==> config.mk <==
export PLATFORM = sky130hd
export DESIGN_NAME = n_bit_sipo_deser
export DESIGN_NICKNAME = d
export VERILOG_FILES = /design/src/rtl/n_bit_sipo_deser.sv
export SDC_FILE = /design/constraint.sdc
export NUM_CORES = 1
export LEC_CHECK = 0
export CAP_MARGIN = 10
export CORE_UTILIZATION = 40
export CTS_CLUSTER_SIZE = 30
export DETAILED_ROUTE_END_ITERATION = 16
export SLEW_MARGIN = 20
export SYNTH_ARGS = -nofsm -noshare
export SYNTH_HDL_FRONTEND = slang
export SYNTH_SLANG_ARGS = --single-unit
==> constraint.sdc <==
create_clock -name clk -period 2.1 [get_ports clk]
set_clock_uncertainty 0.2 [all_clocks]
set_input_delay 0.21 -clock clk [delete_from_list [all_inputs] [get_ports clk]]
set_output_delay 0.21 -clock clk [all_outputs]
set_load 0.02 [all_outputs]
==> src/rtl/n_bit_sipo_deser.sv <==
// Serial-in/parallel-out deserializer: rebuilds WIDTH-bit words from a framed,
// strobed serial stream and presents each word with a one-cycle valid pulse.
// Optional even-parity trailer bit enabled by defining SIPO_PARITY_EN.
module n_bit_sipo_deser #(
    parameter int unsigned WIDTH     = 8,
    parameter int unsigned MSB_FIRST = 0
) (
    input  logic             clk,
    input  logic             rst,
    input  logic             i_serial,
    input  logic             i_bit_en,
    input  logic             i_sync,
    output logic [WIDTH-1:0] o_parallel,
    output logic             o_valid,
    output logic             o_busy,
    output logic             o_err_sync,
    output logic             o_parity_err
);

`ifdef SIPO_PARITY_EN
    localparam int unsigned FRAME_LEN = WIDTH + 1;
`else
    localparam int unsigned FRAME_LEN = WIDTH;
`endif
    localparam int unsigned CNT_W = $clog2(FRAME_LEN + 1);

    typedef enum logic {
        IDLE  = 1'b0,
        SHIFT = 1'b1
    } state_t;

    state_t             state_q, state_d;
    logic [WIDTH-1:0]   sr_q, sr_d;
    logic [CNT_W-1:0]   cnt_q, cnt_d;
    logic [WIDTH-1:0]   par_d;
    logic               valid_d;
    logic               err_d;
    logic [WIDTH-1:0]   sr_shift;
    logic [WIDTH-1:0]   sr_first;
`ifdef SIPO_PARITY_EN
    logic               perr_q, perr_d;
`endif

    // Shift register advanced by one bit, and a fresh register holding only bit 0
    always_comb begin
        if (MSB_FIRST != 0) begin
            sr_shift = {sr_q[WIDTH-2:0], i_serial};
            sr_first = {{(WIDTH-1){1'b0}}, i_serial};
        end else begin
            sr_shift = {i_serial, sr_q[WIDTH-1:1]};
            sr_first = {i_serial, {(WIDTH-1){1'b0}}};
        end
    end

    // Next-state, datapath and output decode
    always_comb begin
        state_d = state_q;
        sr_d    = sr_q;
        cnt_d   = cnt_q;
        par_d   = o_parallel;
        valid_d = 1'b0;
        err_d   = 1'b0;
`ifdef SIPO_PARITY_EN
        perr_d  = perr_q;
`endif
        unique case (state_q)
            IDLE: begin
                if (i_bit_en && i_sync) begin
                    state_d = SHIFT;
                    sr_d    = sr_first;
                    cnt_d   = CNT_W'(1);
                end
            end
            SHIFT: begin
                if (i_bit_en) begin
                    if (i_sync) begin
                        // New frame marker mid-frame: drop partial word, restart at bit 0
                        err_d = 1'b1;
                        sr_d  = sr_first;
                        cnt_d = CNT_W'(1);
                    end else if (cnt_q == CNT_W'(FRAME_LEN - 1)) begin
                        state_d = IDLE;
                        cnt_d   = '0;
                        valid_d = 1'b1;
`ifdef SIPO_PARITY_EN
                        // Last bit is the parity trailer; data already sits in sr_q
                        par_d  = sr_q;
                        perr_d = (^sr_q) ^ i_serial;
`else
                        par_d  = sr_shift;
                        sr_d   = sr_shift;
`endif
                    end else begin
                        sr_d  = sr_shift;
                        cnt_d = cnt_q + CNT_W'(1);
                    end
                end
            end
            default: state_d = IDLE;
        endcase
    end

    // State, datapath and registered outputs
    always_ff @(posedge clk) begin
        if (rst) begin
            state_q    <= IDLE;
            sr_q       <= '0;
            cnt_q      <= '0;
            o_parallel <= '0;
            o_valid    <= 1'b0;
            o_busy     <= 1'b0;
            o_err_sync <= 1'b0;
        end else begin
            state_q    <= state_d;
            sr_q       <= sr_d;
            cnt_q      <= cnt_d;
            o_parallel <= par_d;
            o_valid    <= valid_d;
            o_busy     <= (state_d == SHIFT);
            o_err_sync <= err_d;
        end
    end

`ifdef SIPO_PARITY_EN
    // Parity result, held between completions
    always_ff @(posedge clk) begin
        if (rst) begin
            perr_q <= 1'b0;
        end else begin
            perr_q <= perr_d;
        end
    end

    assign o_parity_err = perr_q;
`else
    assign o_parity_err = 1'b0;
`endif

endmodule

==> impl_metrics.json <==
{
  "insertion_delay_ns": 0.31,
  "finalCoreUtilization": 0.541,
  "p_per_area_nw_per_um2": 731,
  "p_leak_nw": 0.392,
  "hold_viol_final": 0,
  "endpoint_kind": "primary output",
  "min_path_type": "flop to flop",
  "grt_pass1_wl_um": 2900,
  "top_usage_layer": "met1",
  "cts_hold_buf": 0,
  "diodes": 0,
  "io_pins": 17,
  "firstDrtPassIters": 4,
  "grtUsageTotal": 0.158,
  "cap_violations": 0,
  "numCtsBuffers": 3,
  "cts-root-buf": "clkbuf_4",
  "nets": 117,
  "max_freq_mhz": 518,
  "max-vdd-ir-drop_mv": 0.315,
  "grt_use_met2": 0.215,
  "die_h_um": 49.0,
  "worstPathMaxFanout": 9,
  "setup_viol": 0,
  "cts.sinks": 22,
  "fin_setup_tns_ns": 0,
  "ctsResizeCount": 0,
  "numPlacedInstances": 133,
  "cts_tree": "yes",
  "postSynthAreaPerCell_um2": 9.12,
  "critPathMaxStageDelay_ns": 0.67,
  "gp_congestion": 0.769,
  "met1_usage": 0.227,
  "ys_ff_latch": 22,
  "clk_pin_slew_ns": 0.12,
  "hpwl_um": 1140,
  "hold_slack_ns": 0.280,
  "die_x_um": 49.0,
  "grt_pass1_vias": 638,
  "met3_usage": 0.0343,
  "finalPower_mw": 0.800,
  "synth_area_um2": 885,
  "overflow": 0,
  "crit_chain": "clkdlybuf4s50_1",
  "synth_cells": 97,
  "die_area_um2": 2400,
  "area.growth.synth_to_final_pct": 23.6,
  "finalMaxSlewViolations": 0,
  "path_delay_family": "buffers and inverters",
  "worstSetupPathType": "flop to primary output",
  "min_period_ns": 1.93,
  "finalNonFillerCells": 137,
  "antenna_left": 0,
  "core-area_um2": 2020,
  "ys_types": 26,
  "worst-path-buf-inv": 1,
  "worstPathRequired_ns": 1.69,
  "yosys_warnings": 0,
  "fin_crit_sh": 0.920,
  "routed_wl_um": 1710,
  "wire_per_inst_um": 12.5,
  "status": "complete, no violations",
  "htree_num_levels": 1,
  "syn_nets": 103,
  "drtIter0Drc": 25,
  "worstPathArrival_ns": 1.52,
  "via_count": 745,
  "row_count": 16,
  "port_buffers": 15,
  "slowest_stage": "clkdlybuf4s50_1",
  "drc": 0,
  "vias_per_cell": 5.44,
  "rsz0062_at_grt": "false",
  "clk_path_buf_depth": 2,
  "initial_core_util": 0.437,
  "start_kind": "flop",
  "drive_gt1_frac": 0.0909,
  "grt_max_degree": 23,
  "ys_seq_area_frac": 0.498,
  "antenna_found_initial": 0,
  "cts_setup_buffers": 0
}
==> stage by stage <==
stage	instance area (um2)	worst slack [ns]
2_1_floorplan	885	0.407
3_3_place_gp	1040	0.213
3_5_place_dp	1040	0.185
4_1_cts	1090	0.154
5_1_grt	1090	0.104
6_report	1090	0.169
==> Yosys cell counts <==
cell / n / area share
a21oi_1: 12 / 0.068
a22oi_1: 8 / 0.068
a31oi_1: 1 / 0.0071
and3b_1: 2 / 0.020
and4b_2: 1 / 0.013
buf_2: 3 / 0.017
buf_4: 1 / 0.0085
buf_6: 1 / 0.013
clkbuf_1: 3 / 0.013
clkbuf_2: 1 / 0.0057
conb_1: 1 / 0.0042
dfxtp_1: 22 / 0.50
ha_1: 1 / 0.014
inv_1: 1 / 0.0042
mux2i_1: 1 / 0.011
nand2_1: 3 / 0.013
nand3_1: 9 / 0.051
nand3b_1: 2 / 0.017
nand3b_4: 1 / 0.023
nand4b_1: 1 / 0.0099
nor2_1: 8 / 0.034
nor3_1: 1 / 0.0057
nor3b_1: 1 / 0.0085
o21ai_0: 10 / 0.057
o21ai_2: 1 / 0.0099
or4_1: 1 / 0.0085
==> where the power goes <==
group | switching [mW] | leakage (nW) | internal (mW)
sequential | 0.00673 | 0.178 | 0.422
clock | 0.130 | 0.0279 | 0.193
combinational | 0.0270 | 0.186 | 0.0207
==> layer usage <==
metal,up-vias,wire length (um)
met5,-,0
met4,0,42
met3,5,75
met2,24,709
met1,344,884
li1,372,-
==> state kept, by name (all words and copies together), names as in the netlist <==
register / count
state_q: 1
o_parallel: 8
sr_q: 7
o_valid: 1
cnt_q: 4
o_err_sync: 1
==> worst reg2reg max path: stages, from the launching register on <==
cell     delay [ns]
dfxtp_1        0.37
ha_1           0.25
and3b_1        0.28
or4_1          0.48
a21oi_1        0.14
==> cell usage in the layout, fill, tap and decap left out <==
cell type and count:
o21ai_2 1, nand3b_1 2, clkbuf_4 3, nand4b_1 1, o21ai_0 10, dfxtp_1 22
nand3b_4 1, mux2i_1 1, conb_1 1, nor2_1 8, and4b_2 1, nor3b_1 1
a31oi_1 1, or4_1 1, and3b_1 2, nand2_1 3, clkdlybuf4s50_1 15, ha_1 1
bufinv_16 1, nand3_1 9, nor3_1 1, buf_4 3, a22oi_1 8, a21oi_1 12
inv_1 1
==> cell families after synthesis <==
kind of cell / share of synthesized area
simple gates: 0.202
fa+ha+maj: 0.0141
compound gates: 0.209
buf+inv: 0.0608
other cells: 0.00424
mux: 0.0113
flops: 0.498
==> cell type report <==
cell class                      count  area (um2)
Fill cell                         199         928
Inverter                            1        3.75
Sequential cell                    22         440
Tap cell                           27        33.8
Multi-Input combinational cell     65         390
Clock buffer                        3        22.5
Timing Repair Buffer               18         173
Clock inverter                      1        30.0
==> path summary, 6_finish.rpt <==
check | to | slack, ns | from | cells after the start
setup reg to reg | cnt_q[3] | 0.32 | cnt_q[0] | 4
hold reg to reg | o_parallel[0] | 0.28 | o_parallel[0] | 2
hold / removal | o_parallel[0] | 0.28 | o_parallel[0] | 2
setup / recovery | o_busy | 0.17 | state_q | 1
Note: power is estimated with default switching activity, not from simulation.
